## src/rtl/uart_cmd_parser_pkg.sv

```systemverilog
// Shared types and constants for the UART command parser: FSM states, reply ids,
// ASCII codes and the last index of each reply string.
package uart_cmd_pkg;

  typedef enum logic [2:0] {
    COLLECT,
    EXEC,
    TX_LOAD,
    TX_BUSY,
    TX_DONE
  } state_t;

  typedef enum logic [1:0] {
    RPL_OK,
    RPL_ERR,
    RPL_RB
  } reply_t;

  localparam logic [7:0] ASCII_CR = 8'h0D;
  localparam logic [7:0] ASCII_LF = 8'h0A;
  localparam logic [7:0] ASCII_L  = 8'h4C;
  localparam logic [7:0] ASCII_R  = 8'h52;
  localparam logic [7:0] ASCII_O  = 8'h4F;
  localparam logic [7:0] ASCII_K  = 8'h4B;
  localparam logic [7:0] ASCII_E  = 8'h45;

  // Index of the final byte of each reply ("OK\r\n", "E\r\n", "hh\r\n").
  localparam logic [1:0] LAST_IDX_OK  = 2'd3;
  localparam logic [1:0] LAST_IDX_ERR = 2'd2;
  localparam logic [1:0] LAST_IDX_RB  = 2'd3;

  function automatic logic is_term(input logic [7:0] b);
    return (b == ASCII_CR) || (b == ASCII_LF);
  endfunction

  // Letter compare ignoring case; bit 5 is the only ASCII case bit.
  function automatic logic is_letter(input logic [7:0] b, input logic [7:0] upper);
    return (b | 8'h20) == (upper | 8'h20);
  endfunction

endpackage

```

## src/rtl/uart_cmd_parser_if.sv

```systemverilog
// Byte-level link between the UART RX/TX blocks and the command parser.
// master = UART side (drives received bytes and TX status), slave = parser.
interface uart_cmd_if #(
  parameter int LED_W = 6
) ();
  logic             rx_byte_ready_i;
  logic [7:0]       rx_data_i;
  logic [7:0]       tx_data_o;
  logic             tx_trigger_o;
  logic             tx_complete_i;
  logic [LED_W-1:0] led_o;
  logic             cmd_err_o;
  logic             rx_drop_o;

  modport master (
    output rx_byte_ready_i, rx_data_i, tx_complete_i,
    input  tx_data_o, tx_trigger_o, led_o, cmd_err_o, rx_drop_o
  );

  modport slave (
    input  rx_byte_ready_i, rx_data_i, tx_complete_i,
    output tx_data_o, tx_trigger_o, led_o, cmd_err_o, rx_drop_o
  );
endinterface

```

## src/rtl/uart_cmd_parser_codec.sv

```systemverilog
// Combinational hex helper: ASCII char -> {valid, nibble}; with UART_CMD_READBACK_EN
// also nibble -> uppercase ASCII hex digit.
module hex_ascii_codec (
  input  logic [7:0] ch,
  output logic       ch_valid,
  output logic [3:0] ch_nibble
`ifdef UART_CMD_READBACK_EN
  ,
  input  logic [3:0] nibble,
  output logic [7:0] ascii
`endif
);

  always_comb begin
    ch_valid  = 1'b0;
    ch_nibble = 4'h0;
    if (ch >= 8'h30 && ch <= 8'h39) begin
      ch_valid  = 1'b1;
      ch_nibble = ch[3:0];
    end else if ((ch >= 8'h41 && ch <= 8'h46) || (ch >= 8'h61 && ch <= 8'h66)) begin
      // 'A'/'a' have low nibble 1, so +9 maps them onto 10..15.
      ch_valid  = 1'b1;
      ch_nibble = ch[3:0] + 4'd9;
    end
  end

`ifdef UART_CMD_READBACK_EN
  assign ascii = (nibble < 4'd10) ? (8'h30 + {4'h0, nibble}) : (8'h37 + {4'h0, nibble});
`endif

endmodule

```

## src/rtl/uart_cmd_parser.sv

```systemverilog
// Line-buffered ASCII command parser: "Lhh" sets the LEDs, replies go out byte by byte
// over the TX trigger/complete handshake. Optional "R" readback: UART_CMD_READBACK_EN.
module uart_cmd_parser #(
  parameter int MAX_LEN = 8,
  parameter int LED_W   = 6
) (
  input logic       clk_i,
  input logic       rst_n_i,
  uart_cmd_if.slave bus
);
  import uart_cmd_pkg::*;

  localparam int LEN_W = $clog2(MAX_LEN + 1);
  localparam int IDX_W = $clog2(MAX_LEN);
  localparam logic [LEN_W-1:0] LEN_MAX = LEN_W'(MAX_LEN);

  state_t           state_reg;
  logic [LEN_W-1:0] len_reg;
  logic             ovf_reg;
  reply_t           reply_reg;
  logic [1:0]       idx_reg;
  logic [LED_W-1:0] led_reg;
  logic [7:0]       tx_data_reg;
  logic             trig_reg;
  logic             err_reg;
  logic             drop_reg;
  logic [7:0]       line_buf [MAX_LEN];

  logic       buf_wr;
  logic [1:0] dig_valid;
  logic [3:0] dig_nibble [2];
  logic       cmd_led;
  logic       cmd_rb;
  logic [1:0] last_idx;
  logic [7:0] rom [4];
  logic [7:0] rom_byte;

`ifdef UART_CMD_READBACK_EN
  logic [7:0] led_ext;
  logic [3:0] rb_nibble [2];
  logic [7:0] rb_ascii [2];
  assign led_ext = 8'(led_reg);
`endif

  // Digits of an "Lhh" command sit at buf[1] and buf[2]; codec gi handles buf[gi+1].
  generate
    for (genvar gi = 0; gi < 2; gi++) begin : g_codec
`ifdef UART_CMD_READBACK_EN
      assign rb_nibble[gi] = led_ext[7-4*gi -: 4];
`endif
      hex_ascii_codec u_codec (
        .ch        (line_buf[gi+1]),
        .ch_valid  (dig_valid[gi]),
        .ch_nibble (dig_nibble[gi])
`ifdef UART_CMD_READBACK_EN
        ,
        .nibble    (rb_nibble[gi]),
        .ascii     (rb_ascii[gi])
`endif
      );
    end
  endgenerate

  assign cmd_led = !ovf_reg && (len_reg == LEN_W'(3)) && is_letter(line_buf[0], ASCII_L)
                   && (&dig_valid);
`ifdef UART_CMD_READBACK_EN
  assign cmd_rb = !ovf_reg && (len_reg == LEN_W'(1)) && is_letter(line_buf[0], ASCII_R);
`else
  assign cmd_rb = 1'b0;
`endif

  always_comb begin
    rom = '{default: 8'h00};
    case (reply_reg)
      RPL_OK:  rom = '{ASCII_O, ASCII_K, ASCII_CR, ASCII_LF};
`ifdef UART_CMD_READBACK_EN
      RPL_RB:  rom = '{rb_ascii[0], rb_ascii[1], ASCII_CR, ASCII_LF};
`endif
      default: rom = '{ASCII_E, ASCII_CR, ASCII_LF, 8'h00};
    endcase
    rom_byte = rom[idx_reg];
  end

  assign last_idx = (reply_reg == RPL_OK)  ? LAST_IDX_OK :
                    (reply_reg == RPL_ERR) ? LAST_IDX_ERR : LAST_IDX_RB;

  assign buf_wr = (state_reg == COLLECT) && bus.rx_byte_ready_i && !is_term(bus.rx_data_i)
                  && (len_reg < LEN_MAX);

  always_ff @(posedge clk_i) begin
    if (buf_wr) line_buf[len_reg[IDX_W-1:0]] <= bus.rx_data_i;
  end

  always_ff @(posedge clk_i) begin
    if (!rst_n_i) begin
      state_reg   <= COLLECT;
      len_reg     <= '0;
      ovf_reg     <= 1'b0;
      reply_reg   <= RPL_OK;
      idx_reg     <= 2'd0;
      led_reg     <= '0;
      tx_data_reg <= 8'h00;
      trig_reg    <= 1'b0;
      err_reg     <= 1'b0;
      drop_reg    <= 1'b0;
    end else begin
      trig_reg <= 1'b0;
      err_reg  <= 1'b0;
      if (bus.rx_byte_ready_i && state_reg != COLLECT) drop_reg <= 1'b1;
      case (state_reg)
        COLLECT: if (bus.rx_byte_ready_i) begin
          // Empty-line terminators are ignored so CRLF yields a single command.
          if (is_term(bus.rx_data_i)) begin
            if (len_reg != '0) state_reg <= EXEC;
          end else if (len_reg < LEN_MAX) begin
            len_reg <= len_reg + LEN_W'(1);
          end else begin
            ovf_reg <= 1'b1;
          end
        end
        EXEC: begin
          len_reg   <= '0;
          ovf_reg   <= 1'b0;
          idx_reg   <= 2'd0;
          state_reg <= TX_LOAD;
          if (cmd_led) begin
            led_reg   <= LED_W'({dig_nibble[0], dig_nibble[1]});
            reply_reg <= RPL_OK;
          end else if (cmd_rb) begin
            reply_reg <= RPL_RB;
          end else begin
            reply_reg <= RPL_ERR;
            err_reg   <= 1'b1;
          end
        end
        TX_LOAD: if (bus.tx_complete_i) begin
          tx_data_reg <= rom_byte;
          trig_reg    <= 1'b1;
          state_reg   <= TX_BUSY;
        end
        TX_BUSY: if (!bus.tx_complete_i) state_reg <= TX_DONE;
        TX_DONE: if (bus.tx_complete_i) begin
          if (idx_reg == last_idx) begin
            state_reg <= COLLECT;
          end else begin
            idx_reg   <= idx_reg + 2'd1;
            state_reg <= TX_LOAD;
          end
        end
        default: state_reg <= COLLECT;
      endcase
    end
  end

  assign bus.tx_data_o    = tx_data_reg;
  assign bus.tx_trigger_o = trig_reg;
  assign bus.led_o        = led_reg;
  assign bus.cmd_err_o    = err_reg;
  assign bus.rx_drop_o    = drop_reg;

endmodule

```

## src/flat_wrapper.sv

```systemverilog
// flat-port wrapper written by rule: the top's interface ports become plain ports
module uart_cmd_parser_flat import uart_cmd_pkg::*;
#(
  parameter int MAX_LEN = 8,
  parameter int LED_W   = 6
)
  (clk_i, rst_n_i, bus_rx_byte_ready_i, bus_rx_data_i, bus_tx_complete_i, bus_tx_data_o, bus_tx_trigger_o, bus_led_o, bus_cmd_err_o, bus_rx_drop_o);
  uart_cmd_if #(.LED_W(LED_W)) bus_i ();
  input logic clk_i;
  input logic rst_n_i;
  input wire logic [$bits(bus_i.rx_byte_ready_i)-1:0] bus_rx_byte_ready_i;
  input wire logic [$bits(bus_i.rx_data_i)-1:0] bus_rx_data_i;
  input wire logic [$bits(bus_i.tx_complete_i)-1:0] bus_tx_complete_i;
  output wire logic [$bits(bus_i.tx_data_o)-1:0] bus_tx_data_o;
  output wire logic [$bits(bus_i.tx_trigger_o)-1:0] bus_tx_trigger_o;
  output wire logic [$bits(bus_i.led_o)-1:0] bus_led_o;
  output wire logic [$bits(bus_i.cmd_err_o)-1:0] bus_cmd_err_o;
  output wire logic [$bits(bus_i.rx_drop_o)-1:0] bus_rx_drop_o;
  assign bus_i.rx_byte_ready_i = bus_rx_byte_ready_i;
  assign bus_i.rx_data_i = bus_rx_data_i;
  assign bus_i.tx_complete_i = bus_tx_complete_i;
  assign bus_tx_data_o = bus_i.tx_data_o;
  assign bus_tx_trigger_o = bus_i.tx_trigger_o;
  assign bus_led_o = bus_i.led_o;
  assign bus_cmd_err_o = bus_i.cmd_err_o;
  assign bus_rx_drop_o = bus_i.rx_drop_o;
  uart_cmd_parser #(.MAX_LEN(MAX_LEN), .LED_W(LED_W)) u_core (.clk_i(clk_i), .rst_n_i(rst_n_i), .bus(bus_i));
endmodule
```

## config.mk

```make
export PLATFORM = sky130hd
export DESIGN_NAME = uart_cmd_parser_flat
export DESIGN_NICKNAME = d
export VERILOG_FILES = /design/src/rtl/uart_cmd_parser_pkg.sv /design/src/rtl/uart_cmd_parser_if.sv /design/src/rtl/uart_cmd_parser_codec.sv /design/src/rtl/uart_cmd_parser.sv /design/src/flat_wrapper.sv
export SDC_FILE = /design/constraint.sdc
export NUM_CORES = 1
export LEC_CHECK = 0
export ABC_CLOCK_PERIOD_IN_PS = 1900
export CORE_MARGIN = 4
export CORE_UTILIZATION = 49
export DETAILED_ROUTE_END_ITERATION = 10
export PLACE_DENSITY_LB_ADDON = 0.1
export SYNTH_ARGS = -nofsm -noshare
export SYNTH_HDL_FRONTEND = slang
export SYNTH_SLANG_ARGS = --single-unit
```

## constraint.sdc

```tcl
create_clock -name clk_i -period 1.9 [get_ports clk_i]
set_clock_uncertainty 0.1 [all_clocks]
set_input_delay 0.19 -clock clk_i [delete_from_list [all_inputs] [get_ports clk_i]]
set_output_delay 0.19 -clock clk_i [all_outputs]
set_load 0.02 [all_outputs]
```

==> run summary <==
POWER AND IR DROP
--------------------------------------------------------------------------------------
P_int ...................................................................      1.46 mW
Logic pwr share .........................................................         9.1%
Clock power frac ........................................................        31.1%
Static leakage power ....................................................      1.27 nW
Switching power .........................................................     0.436 mW
VDD IR-drop max .........................................................     0.498 mV
Switching part of the total .............................................        23.0%
Sequential Power Share ..................................................        59.8%
PwrDens .................................................................  619 mW/mm^2

CRITICAL PATH
--------------------------------------------------------------------------------------
Setup Crit Path Kind ....................................................   reg -> reg
Worst flop-to-flop path startpoint ...................................... u_core.line_buf[1][0]
Worst R2R Path Depth ....................................................            7
Required time at the worst-slack endpoint ...............................      1990 ps
Sort of element at the start of the critical path .......................    flip-flop
Arrival @ worst endpoint ................................................      2070 ps
Critical Path Fanout Max ................................................            7
Reg2reg setup slack .....................................................       -80 ps
Element type at the critical path end ...................................    flip-flop
Destination of the worst register-to-register timing path ............... u_core.bus.led_o[0]

SYNTH
--------------------------------------------------------------------------------------
Cells after synthesis ...................................................          208
Count of synthesis-stage warnings from yosys ............................            0
Post-synth top area share ...............................................        29.8%
Number of flops mapped to enable cells by yosys .........................           23
Number of storage elements in the synthesis netlist .....................           48
Proportion of synthesized flip-flops having asynchronous set or reset ...           0%
Most frequently used flop master after synthesis ........................      dfxtp_1
Post-synth top area cell ................................................     edfxtp_1
Most instantiated library cell after synthesis ..........................      dfxtp_1
Post-Syn Area ........................................................... 0.00232 sq mm
Share of synthesized area occupied by flip-flops and latches ............        51.4%
Syn_area_per_cell .......................................................   11.1 sq um
Top cells by area in the synthesized netlist ............................ edfxtp_1 (30%), dfxtp_1 (22%), ha_1 (5.9%), mux2i_1 (5.2%), nand2_1 (2.8%)
Netlist cell types ......................................................           53
Most used standard cells in the synthesized netlist ..................... dfxtp_1 (25), edfxtp_1 (23), nand2_1 (17)

RUN STATUS
--------------------------------------------------------------------------------------
Violations in the final reports ......................................... negative setup slack
Outcome ................................................................. finished, violations left

CLOCKING
--------------------------------------------------------------------------------------
Number of levels in the clock H-tree ....................................            2
Number of CTS-inserted buffers ..........................................            5
Clock net sink count ....................................................           48
Number of buffers on the longest clock path .............................            2
Clock root buffer .......................................................     clkbuf_8
Worst-Skew Late Latency .................................................       300 ps
TritonCTS clock tree ....................................................          yes
Clock Pin Slew Worst Setup and Hold Paths ...............................        80 ps

STA
--------------------------------------------------------------------------------------
Setup tns final .........................................................      -522 ps
Final Cycle Share .......................................................         104%
Fin. max-slew vios ......................................................            0
Final hold vios .........................................................            0
Final count of negative-setup-slack endpoints ...........................            7
Maximum clock rate ......................................................      505 MHz
Setup repair after global routing missed its margin .....................          yes
Worst setup margin ......................................................     -80.2 ps
Shortest period the worst path allows ...................................      1980 ps

DRT
--------------------------------------------------------------------------------------
Average vias per placed instance ........................................         5.54
1st-iter DRT viols ......................................................           49
Average wire length per cell after detail routing .......................      15.3 um
Count of unresolved DRC violations after routing ........................            0
Final Routed Wirelength .................................................      5.05 mm
Via Count ...............................................................         1824
Antenna Violating Nets Remaining ........................................            0
DR pass1 iterations .....................................................            4

LAYOUT
--------------------------------------------------------------------------------------
Layout filler cell count ................................................          334
Post-synthesis to final-layout area growth ..............................        32.1%
Flip-flop count of the largest register after layout ....................           23
Share of final-layout standard cells stronger than drive strength 1 .....        24.2%
Number of diodes added for antenna fixing ...............................            0
Number of nets in the final layout ......................................          299

FLOORPLAN
--------------------------------------------------------------------------------------
Overall die area ........................................................ 0.00590 sq mm
Floorplan row count .....................................................           24
Starting density of the core ............................................        51.8%
Die W ...................................................................      76.8 um
Core ar. ................................................................ 0.00447 sq mm
Die boundary height .....................................................      76.8 um
Boundary pin count ......................................................           29

GRT
--------------------------------------------------------------------------------------
Global route total overflow .............................................            0
First-pass GRT wire length ..............................................      8.02 mm
Largest net degree at the start of global routing .......................           26
Via count of the first global-routing pass ..............................         1774
Number of antenna violations at the first check in global routing .......            0
GRT Util Overall ........................................................        17.0%

PLACEMENT
--------------------------------------------------------------------------------------
Weighted congestion reported at the end of routability-driven placement .        0.861
I/O Buffers .............................................................           25
Pre-CTS setup slack .....................................................      -241 ps
Detailed-placement wirelength estimate ..................................      3.73 mm

HOLD PATH
--------------------------------------------------------------------------------------
Worst hold path stage count .............................................            2
Worst Hold Endpoint ..................................................... u_core.bus.led_o[5]
Hold crit path type .....................................................   reg -> reg
Min-delay src ........................................................... u_core.bus.led_o[5]

RUN
--------------------------------------------------------------------------------------
Max capacitance violation total .........................................            0

routing by layer:
| layer | share of wire (%) | global-route usage, % | wire [um] |
|---|---|---|---|
| met1 | 44 | 20.6 | 2230 |
| met2 | 50 | 29.1 | 2500 |
| met3 | 4.6 | 4.22 | 233 |
| met4 | 1.6 | 5.98 | 82 |
| met5 | 0 | 0 | 0 |
area by class of cell:
type | instances | area [sq um] | area share (%)
clock inverter | 2 | 12.5 | 0.408
multi-input combinational | 142 | 1110 | 36.3
tap | 52 | 65.1 | 2.12
clock buffer | 6 | 72.6 | 2.37
inverter | 12 | 45.0 | 1.47
sequential | 48 | 1190 | 38.9
timing repair buffer | 67 | 566 | 18.5
power groups by stage:
stage	Clock, mW	Combinational (mW)	Sequential, mW
2_1_floorplan	0	0.0741	1.15
3_5_place_dp	0	0.155	1.16
4_1_cts	0.607	0.161	1.13
5_1_grt	0.653	0.187	1.14
6_report	0.590	0.172	1.13
3_3_place_gp	0	0.146	1.16
timing repair:
item	in CTS	in global routing
gates resized for setup	1	8
hold buffers	0	0
pin swaps	5	3
setup buffers	5	6
endpoints found under the setup margin	7	8
cells by family (layout without fill, tap and decap cells):
kind of cell	Yosys count	after routing	synth area share, %
AND/OR/NAND/NOR	75	75	20.1
flip-flops	48	48	51.4
AO/OA/AOI/OAI	41	41	13.5
buffers and inverters	20	87	3.72
multiplexers	12	12	5.18
adder cells (fa/ha/maj)	11	11	5.94
other	1	3	0.162
critical path, stage by stage, from the launching register on:
cell and delay, ps:
edfxtp_1 450, inv_1 90, ha_2 190, o21bai_2 90, a2111oi_4 360, o21bai_4 210, nand4_4 210, mux2i_1 170
cells in the final DEF (no fill, tap or decap), drive strengths merged, types with 3 or more instances in the layout:
master,instances
edfxtp,23
nand4,7
inv,12
nor2b,8
clkdlybuf4s50,25
nor3,7
and2,3
mux2i,12
buf,42
nor2,10
nor3b,3
nand2,17
conb,3
ha,11
clkbuf,6
a21boi,3
nand3,3
dfxtp,25
o21ai,11
nand2b,3
a21oi,5
o211a,4
through the flow:
step	utilization, %	instances	power, mW	hold slack (ps)	instance area, sq um
after floorplan	-	210	1.23	189	2330
after global placement	63.5	310	1.30	346	2840
after detailed placement	63.5	310	1.31	355	2840
after CTS	66.3	323	1.90	368	2970
after global routing	68.5	329	1.98	383	3060
final	68.5	329	1.89	366	3060
worst max-delay path by stage:
stage | startpoint | endpoint | cells after the start
final | u_core.line_buf[1][0] | u_core.bus.led_o[0] | 7
after global routing | u_core.line_buf[1][1] | u_core.bus.led_o[2] | 7
after CTS | u_core.line_buf[1][0] | u_core.bus.led_o[0] | 7
after detailed placement | bus_rx_data_i[1] | u_core.line_buf[2][4] | 6
after global placement | bus_rx_data_i[1] | u_core.line_buf[2][2] | 6
after floorplan | u_core.state_reg[2] | u_core.line_buf[1][0] | 4
No activity file was read; power rests on OpenSTA's default activity.
